File: src/rtl/unidade_controle_jogo.sv
// Moore control FSM for the memory game: shows the sequence, collects answers, ends in win/error/timeout.
// Define MOSTRA_SEQUENCIA_EN to enable the display phase (states 03/04/05).
module unidade_controle_jogo (
   input  logic       clock,
   input  logic       reset,
   input  logic       iniciar,
   input  logic       fimL,
   input  logic       fimE,
   input  logic       fimTMR,
   input  logic       jogada_feita,
   input  logic       chavesIgualMemoria,
   input  logic       enderecoIgualLimite,
   input  logic       timeout,
   output logic       zeraR,
   output logic       zeraE,
   output logic       zeraL,
   output logic       zeraM,
   output logic       zeraTMR,
   output logic       registraR,
   output logic       registraM,
   output logic       contaE,
   output logic       contaL,
   output logic       contaTMR,
   output logic       pronto,
   output logic       ganhou,
   output logic       perdeu,
   output logic       db_timeout,
   output logic [4:0] db_estado
);

   localparam logic [4:0] INICIAL        = 5'h00;
   localparam logic [4:0] PREPARACAO     = 5'h01;
   localparam logic [4:0] INICIO_RODADA  = 5'h02;
   localparam logic [4:0] CARREGA_MOSTRA = 5'h03;
   localparam logic [4:0] MOSTRA         = 5'h04;
   localparam logic [4:0] PROXIMO_MOSTRA = 5'h05;
   localparam logic [4:0] ZERA_ENDERECO  = 5'h06;
   localparam logic [4:0] ESPERA_JOGADA  = 5'h07;
   localparam logic [4:0] REGISTRA       = 5'h08;
   localparam logic [4:0] COMPARA        = 5'h09;
   localparam logic [4:0] PROXIMA_JOGADA = 5'h0A;
   localparam logic [4:0] PROXIMA_RODADA = 5'h0B;
   localparam logic [4:0] FIM_TIMEOUT    = 5'h0D;
   localparam logic [4:0] FIM_ACERTO     = 5'h0E;
   localparam logic [4:0] FIM_ERRO       = 5'h0F;

   logic [4:0] estado;
   logic [4:0] proximo;

   // fimE is a debug flag only; fimTMR is unused when the display phase is disabled
   logic unused_inputs;
   assign unused_inputs = fimE ^ fimTMR;

   always_ff @(posedge clock or posedge reset) begin
      if (reset)
         estado <= INICIAL;
      else
         estado <= proximo;
   end

   always_comb begin
      proximo = INICIAL;
      case (estado)
         INICIAL:        proximo = iniciar ? PREPARACAO : INICIAL;
         PREPARACAO:     proximo = INICIO_RODADA;
`ifdef MOSTRA_SEQUENCIA_EN
         INICIO_RODADA:  proximo = CARREGA_MOSTRA;
         CARREGA_MOSTRA: proximo = MOSTRA;
         MOSTRA: begin
            if (!fimTMR)
               proximo = MOSTRA;
            else if (enderecoIgualLimite)
               proximo = ZERA_ENDERECO;
            else
               proximo = PROXIMO_MOSTRA;
         end
         PROXIMO_MOSTRA: proximo = CARREGA_MOSTRA;
`else
         INICIO_RODADA:  proximo = ZERA_ENDERECO;
`endif
         ZERA_ENDERECO:  proximo = ESPERA_JOGADA;
         ESPERA_JOGADA: begin
            // a press in the same cycle as the timeout still counts
            if (jogada_feita)
               proximo = REGISTRA;
            else if (timeout)
               proximo = FIM_TIMEOUT;
            else
               proximo = ESPERA_JOGADA;
         end
         REGISTRA:       proximo = COMPARA;
         COMPARA: begin
            if (!chavesIgualMemoria)
               proximo = FIM_ERRO;
            else if (enderecoIgualLimite && fimL)
               proximo = FIM_ACERTO;
            else if (enderecoIgualLimite)
               proximo = PROXIMA_RODADA;
            else
               proximo = PROXIMA_JOGADA;
         end
         PROXIMA_JOGADA: proximo = ESPERA_JOGADA;
         PROXIMA_RODADA: proximo = INICIO_RODADA;
         FIM_TIMEOUT:    proximo = iniciar ? PREPARACAO : FIM_TIMEOUT;
         FIM_ACERTO:     proximo = iniciar ? PREPARACAO : FIM_ACERTO;
         FIM_ERRO:       proximo = iniciar ? PREPARACAO : FIM_ERRO;
         default:        proximo = INICIAL;
      endcase
   end

   always_comb begin
      zeraR      = 1'b0;
      zeraE      = 1'b0;
      zeraL      = 1'b0;
      zeraM      = 1'b0;
      zeraTMR    = 1'b0;
      registraR  = 1'b0;
      registraM  = 1'b0;
      contaE     = 1'b0;
      contaL     = 1'b0;
      contaTMR   = 1'b0;
      pronto     = 1'b0;
      ganhou     = 1'b0;
      perdeu     = 1'b0;
      db_timeout = 1'b0;
      case (estado)
         PREPARACAO: begin
            zeraE   = 1'b1;
            zeraL   = 1'b1;
            zeraR   = 1'b1;
            zeraM   = 1'b1;
            zeraTMR = 1'b1;
         end
         INICIO_RODADA: begin
            zeraE = 1'b1;
`ifdef MOSTRA_SEQUENCIA_EN
            zeraTMR = 1'b1;
`endif
         end
`ifdef MOSTRA_SEQUENCIA_EN
         CARREGA_MOSTRA: registraM = 1'b1;
         MOSTRA:         contaTMR  = 1'b1;
         PROXIMO_MOSTRA: begin
            contaE  = 1'b1;
            zeraTMR = 1'b1;
         end
`endif
         ZERA_ENDERECO: begin
            zeraE = 1'b1;
            zeraR = 1'b1;
         end
         REGISTRA: begin
            registraR = 1'b1;
            registraM = 1'b1;
         end
         PROXIMA_JOGADA: contaE = 1'b1;
         PROXIMA_RODADA: contaL = 1'b1;
         FIM_TIMEOUT: begin
            pronto     = 1'b1;
            perdeu     = 1'b1;
            db_timeout = 1'b1;
         end
         FIM_ACERTO: begin
            pronto = 1'b1;
            ganhou = 1'b1;
         end
         FIM_ERRO: begin
            pronto = 1'b1;
            perdeu = 1'b1;
         end
         default: ;
      endcase
   end

   // unused codes (and 03/04/05 when the display phase is off) read back as inicial
   always_comb begin
      db_estado = estado;
      case (estado)
         5'h0C, 5'h10, 5'h11, 5'h12, 5'h13, 5'h14, 5'h15, 5'h16, 5'h17,
         5'h18, 5'h19, 5'h1A, 5'h1B, 5'h1C, 5'h1D, 5'h1E, 5'h1F: db_estado = INICIAL;
`ifndef MOSTRA_SEQUENCIA_EN
         CARREGA_MOSTRA, MOSTRA, PROXIMO_MOSTRA: db_estado = INICIAL;
`endif
         default: ;
      endcase
   end

endmodule

File: config.mk
export PLATFORM = sky130hd
export DESIGN_NAME = unidade_controle_jogo
export DESIGN_NICKNAME = d
export VERILOG_FILES = /design/src/rtl/unidade_controle_jogo.sv
export SDC_FILE = /design/constraint.sdc
export NUM_CORES = 1
export LEC_CHECK = 0
export BUFFER_PORTS_ARGS = -buffer_cell sky130_fd_sc_hd__clkbuf_2
export CAP_MARGIN = 20
export CORE_AREA = 5 5 42 44
export CTS_CLUSTER_SIZE = 16
export DETAILED_ROUTE_END_ITERATION = 10
export DIE_AREA = 0 0 47 49
export PLACE_DENSITY_LB_ADDON = 0.08
export SETUP_SLACK_MARGIN = 0.05
export SYNTH_ARGS = -nofsm -noshare
export SYNTH_HDL_FRONTEND = slang
export SYNTH_SLANG_ARGS = --single-unit
File: constraint.sdc
create_clock -name clock -period 1.97 [get_ports clock]
set_clock_uncertainty 0.1 [all_clocks]
set_input_delay 0.591 -clock clock [delete_from_list [all_inputs] [get_ports clock]]
set_output_delay 0.591 -clock clock [all_outputs]
set_load 0.05 [all_outputs]
Word level (Yosys, flattened, before mapping):

Index checks and enable logic that the tools add are counted.

* register bits after elaboration: 5
* input bits: 10
* output and inout port bits: 19
* logic and storage cells: 62

* eq/ne operators: 31
* muxes and demuxes: 21
* reduce and logical (&&, ||, !) cells: 9

Operators with widths (number)
* $eq A5 B5 Y1 const B: 16
* $eq A5 B4 Y1 const B: 8
* $pmux W4 S10: 1
* $eq A5 B3 Y1 const B: 4
* $mux W4: 5
* $reduce_or A20 Y1: 1
* $mux W1: 12
* $eq A5 B2 Y1 const B: 2
* $reduce_or A2 Y1: 4
* $mux W3: 2
* $reduce_or A3 Y1: 2
* $eq A5 B1 Y1 const B: 1
* $logic_not A5 Y1: 1
* $mux W5: 1
* $logic_and A1 B1 Y1: 1

Depth between registers and ports, before layout:

Gate-level depths: netlist of the first run.

* depth after elaboration: 4
* depth in mapped cells: 5
* gate-level depth less buffers: 4

Least setup slack after synthesis of the first run:

Ideal clock, no wire load.

* kind: register to output
* start: reg estado[3]
* end: out zeraM
* arrival time: 2.220 ns
* required time: 1.279 ns
* path slack: -0.941 ns
* stages on the path, launching flop included: 5
* path buffers: 3
* cells stage by stage: dfrtp_1 -> buf_6 -> buf_2 -> nor3_1 -> buf_4

* cells in the longest elaborated chain, start to end: 2

Ends and longest elaborated chain
* start, declared: RTL line 47 `logic [4:0] estado;`
* start signal, assigned: RTL line 58 `estado <= proximo;`
* $eq A5 B1 Y1
* $mux W1
* end, declared: RTL line 17 `output logic zeraM,`

Every way passes these cells.

Worst setup path in the final report of the first run:

* start: reg estado[1]
* end: out zeraTMR

* cells in the longest elaborated chain, start to end: 2

Ends and longest elaborated chain
* $eq A5 B1 Y1: RTL line 126 `case (estado)`
* $mux W1: RTL line 126
* end, declared: RTL line 18 `output logic zeraTMR,`

Every way passes these cells.

==> out/qor.tcl, run 1 <==
set qor(run_status) {finished, violations left}
set qor(failed_checks) {setup timing}
set qor(dpl_cell_area_sq_um) 718
set qor(final.hold.worst_slack_ns) 0.102
set qor(post_synth_instance_area_sq_um) 517
set qor(final_cell_area_sq_mm) 0.00100
set qor(synth.top_cells.by_area) {sky130_fd_sc_hd__dfrtp_1 (19%), sky130_fd_sc_hd__buf_4 (10%), sky130_fd_sc_hd__nor2_1 (8.7%)}
set qor(wirelength_um) 1550
set qor(startpoint_type) {flop}
set qor(max_cap_violations) 0
set qor(cellInternalPower_mw) 0.994
set qor(clockPowerShare_pct) 5.1
set qor(netSwitchingFraction_pct) 51.0
set qor(wl_per_cell_um) 12.9
set qor(combinationalPowerShare_pct) 85.1
set qor(final.period_utilization_pct) 102
set qor(worstPathMaxFanout) 5
set qor(placement.io_buffers) 24
set qor(postSynth.asyncResetShare_pct) 100
set qor(final-instance-count-excl-fill) 120
set qor(max_flop_register) {estado}
set qor(fmax_ghz) 0.496
set qor(synth_cell_types) 30
set qor(drv_slew) 0
set qor(core.rowCount) 14
set qor(finalPower_mw) 2.03
set qor(ys_top_cells_by_count) {sky130_fd_sc_hd__nor2_1 (12), sky130_fd_sc_hd__buf_4 (7), sky130_fd_sc_hd__nand2_1 (7), sky130_fd_sc_hd__nand2b_1 (5)}
set qor(largestRegisters) {estado x4}
set qor(core_sq_mm) 0.00140
set qor(syn2layout_area_growth_pct) 93.7
set qor(drt.antenna.violating_nets) 0
set qor(post-route-drc-count) 0
set qor(critical_path_arrival_ns) 1.33
set qor(dp_hpwl_um) 1060
set qor(gp_congestion) 0.692
set qor(pin_count) 29
set qor(timing.final.crit_period_ns) 2.02
set qor(p_per_area_mw_per_mm2) 2030
set qor(grt_pass1_wl_um) 2630
set qor(share_of_layout_cells_above_drive_strength_1_pct) 69.2
set qor(clockRootBuffer) {sky130_fd_sc_hd__clkbuf_4}
set qor(net-switching-power_mw) 1.03
set qor(post-synth-top-count-cell) {sky130_fd_sc_hd__nor2_1}
set qor(largest_register_ff_count) 4
set qor(detailedRoute.firstPassIterationCount) 4
set qor(end_kind) {output port}
set qor(synth_ff_type) {sky130_fd_sc_hd__dfrtp_1}
set qor(antenna_cells_inserted) 0
set qor(yosysSeqAreaShare_pct) 19.4
set qor(power_frac_seq_pct) 9.8
set qor(clk_pin_slew_ns) 0.04
set qor(leakagePower_nw) 0.429
set qor(track_usage_pct) 15.5
set qor(postSynthRegisterBits) 4
set qor(irDropWorstVdd_uv) 1050
set qor(final.setup.worst_slack_ns) -0.0476
set qor(cts.htree.levels) 1
set qor(setup_repair_after_global_routing_missed_its_margin) {yes}
set qor(cp.required_ns) 1.28
set qor(synth_area_per_cell_sq_um) 7.28
set qor(tns_ns) -0.326
set qor(number_of_enable_type_register_cells_in_the_synthesized_netlist) 0
set qor(hold_path.class) {input port to asynchronous set/reset pin}
set qor(count_of_synthesis_stage_warnings_from_yosys) 0
set qor(yosys.area.top_type_share_pct) 19.4
set qor(die_y_um) 49
set qor(synthDominantAreaCellType) {sky130_fd_sc_hd__dfrtp_1}
set qor(start_util_pct) 36.9
set qor(num-nets-final) 116
set qor(gate_count_after_technology_mapping) 71
set qor(buffers_from_clock_root_to_sink_at_most) 2
set qor(vias) 612
set qor(drt_iter0_drc) 5
set qor(die_width_um) 47
set qor(design.die.area_sq_mm) 0.00230
set qor(clock_sinks) 4
set qor(grt_pass1_vias) 615
set qor(criticalPathCategory) {flop to output port}
set qor(place.detailed.instances) 109
set qor(cts_tree) {done}
set qor(grt_max_degree) 14
set qor(detail_route.vias_per_cell) 5.10
set qor(numCtsBuffers) 3
set qor(congestion_overflow_gr) 0
set qor(report.final.hold_viol_count) 0
set qor(final_number_of_setup_violating_endpoints) 10
set qor(clkLatencyLatePin_ns) 0.24
set qor(antenna_found_initial) 0
==> critical path: stages (launching register included) <==
cell,delay (ns)
sky130_fd_sc_hd__dfrtp_2,0.44
sky130_fd_sc_hd__nand2b_2,0.23
sky130_fd_sc_hd__nor3_4,0.19
sky130_fd_sc_hd__clkbuf_8,0.23
==> what timing repair did <==
action / 4_1_cts / 5_1_grt
endpoints found under the setup margin: 17 / 17
pin swaps: 2 / 3
hold buffers: 0 / 0
buffers inserted: 3 / 5
gates resized for setup: 41 / 14
==> routing by layer <==
metal / GRT usage, % / share of wire [%] / wire (um) / vias up
met5: 0 / 0 / 0 / -
met4: 5.99 / 3.0 / 46 / 0
met3: 4.43 / 4.9 / 76 / 6
met2: 26.0 / 54 / 841 / 20
met1: 17.7 / 38 / 589 / 285
li1: - / - / - / 301
==> final timing paths <==
path                         startpoint  depth (start not counted)  slack, ns         to
min reg2reg                   estado[3]                          3       0.66  estado[3]
min                               reset                          2       0.10  estado[1]
max                           estado[1]                          3      -0.05    zeraTMR
max in group asynchronous         reset                          2       1.51  estado[3]
min in group clock         jogada_feita                          3       0.61  estado[0]
max reg2reg                   estado[1]                          7       0.35  estado[0]
==> power by group through the flow <==
stage	clock network (mW)	registers, mW	logic (mW)
floorplan	0	0.149	1.02
global placement	0	0.188	1.28
detailed placement	0	0.188	1.29
CTS	0.106	0.197	1.53
global route	0.116	0.211	1.83
finish	0.103	0.199	1.72
==> stage by stage <==
step | setup slack [ns] | utilization (%)
final | -0.0476 | 71.4
after global placement | 0.117 | 51.2
after global routing | -0.115 | 71.4
after CTS | -0.0420 | 65.6
after detailed placement | 0.0969 | 51.2
after floorplan | -0.173 | -
==> cell type report <==
class | instances | area, sq um
repair buffers | 40 | 419
clock buffers | 3 | 22.5
well taps | 16 | 20.0
fillers | 117 | 400
flip-flops and latches | 4 | 105
inverters | 2 | 7.51
multi-input cells | 55 | 427
==> kinds of logic (layout without fill, tap and decap cells) <==
family / after synthesis / in the layout / share of synthesized area (%)
simple gates: 34 / 34 / 35.6
compound gates: 18 / 18 / 23.5
buf+inv: 13 / 45 / 19.1
flops: 4 / 4 / 19.4
other cells: 1 / 2 / 0.726
xor+xnor: 1 / 1 / 1.70
==> layout by cell type (no fill, tap or decap), drive strengths merged <==
cell type	n
a211oi	2
a21boi	1
a21oi	4
a311o	1
a31oi	1
and2b	1
and3	1
buf	25
clkbuf	18
conb	2
dfrtp	4
inv	2
nand2	8
nand2b	5
nand3	1
nor2	12
nor2b	2
nor3	2
nor4b	1
o21a	2
o21ai	5
o32a	1
o32ai	1
or2	1
xnor2	1
No activity file was read; power rests on OpenSTA's default activity.
==> inputs of run 2 (changes only) <==
MAX_ROUTING_LAYER = met4   (was unset)
==> run 2 against run 1 <==
Compared with the run above: the run still ends with setup timing left; non-clock buffer count shrank 1; utilization decreased by 0.54 points; power down 0.50%; register-to-register slack gained 0.12 ns; final cell count shrank 0.83%; via count rose by 1.3%; first-iteration DRC count rose to 3.6 times the previous value; sequential cell count unchanged; critical path depth is the same; routed wire length increased by 1.7%; critical endpoint unchanged; largest power group unchanged.
==> out/qor.tcl, run 2 (synthesis results as in run 1) <==
set qor(worst_r2r_endpoint) {estado[0]}
set qor(drt_iter0_drc) 18
set qor(syn2layout_area_growth_pct) 92.3
set qor(metal_1_wl_um) 593
set qor(antenna_cells_inserted) 0
set qor(leakagePower_nw) 0.424
set qor(placement.io_buffers) 24
set qor(grt_max_degree) 14
set qor(wl_per_cell_um) 13.3
set qor(final.hold.worst_slack_ns) 0.104
set qor(max_cap_violations) 0
set qor(startpoint_type) {flop}
set qor(failed_checks) {setup timing}
set qor(numCtsBuffers) 3
set qor(timing.final.crit_period_ns) 2.02
set qor(core.rowCount) 14
set qor(largestRegisters) {estado x4}
set qor(clk_pin_slew_ns) 0.04
set qor(end_kind) {output port}
set qor(design.die.area_sq_mm) 0.00230
set qor(worstPathMaxFanout) 5
set qor(die_y_um) 49
set qor(regToRegSetupSlack_ns) 0.47
set qor(final.period_utilization_pct) 102
set qor(clkLatencyLatePin_ns) 0.24
set qor(track_usage_pct) 16.0
set qor(largest_register_ff_count) 4
set qor(final_number_of_setup_violating_endpoints) 10
set qor(final.setup.worst_slack_ns) -0.0471
set qor(run_status) {finished, violations left}
set qor(layout.cells.most_common) {sky130_fd_sc_hd__buf_4}
set qor(cts.htree.levels) 1
set qor(max_flop_register) {estado}
set qor(buffers_from_clock_root_to_sink_at_most) 2
set qor(routed_wire_length_on_met3_um) 78
set qor(final_cell_area_sq_um) 993
set qor(cts_tree) {done}
set qor(fmax_ghz) 0.496
set qor(pin_count) 29
set qor(congestion_overflow_gr) 0
set qor(gp_congestion) 0.700
set qor(detail_route.vias_per_cell) 5.21
set qor(p_per_area_mw_per_mm2) 2030
set qor(hold_path.class) {input port to asynchronous set/reset pin}
set qor(report.final.hold_viol_count) 0
set qor(critical_path_arrival_ns) 1.33
set qor(grt_pass1_wl_um) 2640
set qor(detailroute.wirelength.met2_um) 858
set qor(core_sq_mm) 0.00140
set qor(drv_slew) 0
set qor(num-nets-final) 115
set qor(clockRootBuffer) {sky130_fd_sc_hd__clkbuf_4}
set qor(cell_count_of_the_worst_reg_to_reg_path) 6
set qor(criticalPathCategory) {flop to output port}
set qor(grt_pass1_vias) 611
set qor(wirelength_um) 1580
set qor(most-common-layout-cells) {sky130_fd_sc_hd__buf_4 (10), sky130_fd_sc_hd__clkbuf_2 (7), sky130_fd_sc_hd__buf_8 (7)}
set qor(drt.antenna.violating_nets) 0
set qor(critical_path.reg2reg.startpoint) {estado[1]}
set qor(clock_sinks) 4
set qor(highest_routed_metal_layer) {met4}
set qor(irDropWorstVdd_uv) 958
set qor(cp.required_ns) 1.28
set qor(post-route-drc-count) 0
set qor(fillers) 120
set qor(setup_repair_after_global_routing_missed_its_margin) {yes}
set qor(share_of_layout_cells_above_drive_strength_1_pct) 68.9
set qor(antenna_found_initial) 0
set qor(final_core_utilization_pct) 70.9
set qor(detailedRoute.firstPassIterationCount) 3
set qor(die_width_um) 47
set qor(dp_hpwl_um) 1060
set qor(dpl_cell_area_sq_um) 718
set qor(vias) 620
set qor(start_util_pct) 36.9
run 2: cell count changes in the layout (fill, tap and decap cells not counted), sizes merged:
cell / before / now
buf: 25 / 24
run 2: worst max path at each step:
stage | to | from | cells after the start
6_report | zeraTMR | estado[1] | 3
5_1_grt | zeraL | estado[1] | 3
4_1_cts | db_estado[0] | estado[2] | 4
3_5_place_dp | registraM | estado[2] | 4
3_3_place_gp | registraR | estado[2] | 4
2_1_floorplan | zeraM | estado[1] | 4
run 2: report_power, final:
part           internal, mW  leakage, nW  switching (mW)
Clock                0.0682       0.0138          0.0344
Sequential            0.130       0.0451          0.0693
Combinational         0.784        0.365           0.931
run 2: cell type report:
cell class                 instances  area [sq um]  area share (%)
clock buffer                       3          22.5            2.27
inverter                           2          7.51           0.756
multi-input combinational         55           427            42.9
sequential                         4           105            10.6
tap                               16          20.0            2.02
timing repair buffer              39           412            41.4
run 2: worst max-delay path, stage by stage (launching register included):
cell                       delay, ns
sky130_fd_sc_hd__dfrtp_2        0.44
sky130_fd_sc_hd__nand2b_2       0.23
sky130_fd_sc_hd__nor3_4         0.19
sky130_fd_sc_hd__clkbuf_8       0.23
run 2: metrics by stage:
step	setup WS, ns	cells	setup TNS, ns	power (mW)
after floorplan	-0.173	72	-0.451	1.17
after global placement	0.117	109	0	1.47
after detailed placement	0.0969	109	0	1.48
after CTS	-0.0420	115	-0.293	1.84
after global routing	-0.111	119	-1.07	2.13
final	-0.0471	119	-0.305	2.02
run 2: layer usage:
layer | vias up | GRT usage [%]
li1 | 300 | -
met1 | 294 | 17.7
met2 | 20 | 26.2
met3 | 6 | 4.43
met4 | 0 | 5.99
met5 | - | -
run 2: what timing repair did:
action | 4_1_cts | 5_1_grt
gates resized for setup | 41 | 14
setup buffers | 3 | 4
pin swaps | 2 | 3
hold buffers | 0 | 0
setup endpoints to repair | 17 | 17
cloned | 0 | 0
==> inputs of run 3 (changes only) <==
CELL_PAD_IN_SITES_DETAIL_PLACEMENT = 1   (was unset)
CELL_PAD_IN_SITES_GLOBAL_PLACEMENT = 1   (was unset)
CORE_AREA = 5 5 49 51   (was 5 5 42 44)
DIE_AREA = 0 0 54 56   (was 0 0 47 49)
==> run 3 against run 2 <==
Compared with the run above: the run still ends with setup timing left; combinational power is essentially flat; cell area grew 4.8%; utilization shrank 16 points; first-iteration DRC count shrank 67%; sequential share of layout area shrank 0.48 points; sequential power grew 13%; critical path depth grew 1; global-route usage shrank 2.8 points.
==> out/qor.tcl, run 3 (synthesis results as in run 1) <==
set qor(syn2layout_area_growth_pct) 101
set qor(end_kind) {output port}
set qor(cts_tree) {done}
set qor(design.die.area_sq_mm) 0.00302
set qor(worstPathMaxFanout) 6
set qor(clockRootBuffer) {sky130_fd_sc_hd__clkbuf_4}
set qor(run_status) {finished, violations left}
set qor(criticalPathCategory) {flop to output port}
set qor(dpl_cell_area_sq_um) 764
set qor(layout.cells.most_common) {sky130_fd_sc_hd__buf_4}
set qor(seq_area_sq_um) 105
set qor(pin_count) 29
set qor(drt_iter0_drc) 6
set qor(numCtsBuffers) 3
set qor(antenna_cells_inserted) 0
set qor(final_number_of_setup_violating_endpoints) 10
set qor(p_per_area_mw_per_mm2) 1970
set qor(core_sq_mm) 0.00190
set qor(failed_checks) {setup timing}
set qor(crit_path_cell_trace) {and2b_1 > nand2b_1 > a21oi_2 > buf_12}
set qor(track_usage_pct) 13.2
set qor(startpoint_type) {flop}
set qor(largestRegisters) {estado x4}
set qor(start_util_pct) 27.2
set qor(wirelength_um) 1850
set qor(final_cell_area_sq_mm) 0.00104
set qor(dp_hpwl_um) 1260
set qor(cp.required_ns) 1.28
set qor(largest_register_ff_count) 4
set qor(critical_path.slowest_cell) {sky130_fd_sc_hd__dfrtp_2}
set qor(final_core_utilization_pct) 54.7
set qor(hold_path.class) {input port to asynchronous set/reset pin}
set qor(setup_repair_after_global_routing_missed_its_margin) {yes}
set qor(placement.io_buffers) 24
set qor(multi_input_comb_area_sq_um) 417
set qor(drt.antenna.violating_nets) 0
set qor(fillers) 221
set qor(clkLatencyLatePin_ns) 0.23
set qor(drv_slew) 0
set qor(grt_max_degree) 10
set qor(final-instance-count-excl-fill) 135
set qor(gp_congestion) 0.816
set qor(final.period_utilization_pct) 105
set qor(max_flop_register) {estado}
set qor(critical-path-max-stage-delay_ns) 0.44
set qor(post-route-drc-count) 0
set qor(grt_pass1_vias) 619
set qor(final.setup.worst_slack_ns) -0.0902
set qor(critical_path_arrival_ns) 1.37
set qor(place.detailed.instances) 122
set qor(irDropWorstVdd_uv) 1040
set qor(wl_per_cell_um) 13.7
set qor(vias) 621
set qor(tns_ns) -0.526
set qor(report.final.hold_viol_count) 0
set qor(detailedRoute.firstPassIterationCount) 4
set qor(grt_pass1_wl_um) 2910
set qor(finalPower_mw) 2.05
set qor(clk_pin_slew_ns) 0.04
set qor(die_y_um) 56
set qor(final.hold.worst_slack_ns) 0.121
set qor(congestion_overflow_gr) 0
set qor(fmax_ghz) 0.485
set qor(share_of_layout_cells_above_drive_strength_1_pct) 67.6
set qor(cts.htree.levels) 1
set qor(die_width_um) 54
set qor(leakagePower_nw) 0.452
set qor(detail_route.vias_per_cell) 4.60
set qor(timing.final.crit_period_ns) 2.06
set qor(detailedPlace.worstSlack_ns) 0.0510
set qor(antenna_found_initial) 0
set qor(num-nets-final) 120
set qor(core.rowCount) 16
set qor(buffers_from_clock_root_to_sink_at_most) 2
set qor(most-common-layout-cells) {sky130_fd_sc_hd__buf_4 (17), sky130_fd_sc_hd__nor2_1 (7), sky130_fd_sc_hd__clkbuf_2 (7), sky130_fd_sc_hd__buf_8 (7)}
set qor(max_cap_violations) 0
set qor(clock_sinks) 4
run 3: worst paths after layout:
kind	from	endpoint	slack, ns	cells after the start
max	estado[2]	zeraE	-0.09	4
min	reset	estado[1]	0.12	2
max reg2reg	estado[1]	estado[0]	0.44	6
min reg2reg	estado[0]	estado[3]	0.66	3
max in group asynchronous	reset	estado[3]	1.48	2
min in group clock	jogada_feita	estado[0]	0.62	3
run 3: timing repair:
action / in CTS / in global routing
setup endpoints to repair: 17 / 17
setup buffers: 8 / 2
gates resized for setup: 36 / 16
pin swaps: 8 / 5
hold buffers: 0 / 0
run 3: area by class of cell:
type | instances | area share, %
multi-input cells | 55 | 40.0
clock buffers | 3 | 2.16
flip-flops and latches | 4 | 10.1
well taps | 27 | 3.25
repair buffers | 44 | 43.7
inverters | 2 | 0.721
run 3: worst max-delay path: cells and delay by family (launching register included):
family                 cells  cell delay (ns)
buffers and inverters      1             0.16
AND/OR/NAND/NOR            2             0.33
AO/OA/AOI/OAI              1             0.20
flip-flops                 1             0.44
run 3: report_power, final:
part           total (mW)  switching (mW)  leakage, nW  internal, mW
logic                1.72           0.936        0.393         0.788
registers           0.227          0.0965       0.0451         0.130
clock network      0.0991          0.0311       0.0138        0.0680
run 3: per-layer routing:
metal / wire, um / GRT usage, % / vias to the layer above
li1: - / - / 314
met4: 0 / 3.20 / 0
met1: 788 / 16.7 / 290
met3: 83 / 2.41 / 0
met2: 982 / 21.1 / 17
met5: 0 / - / -
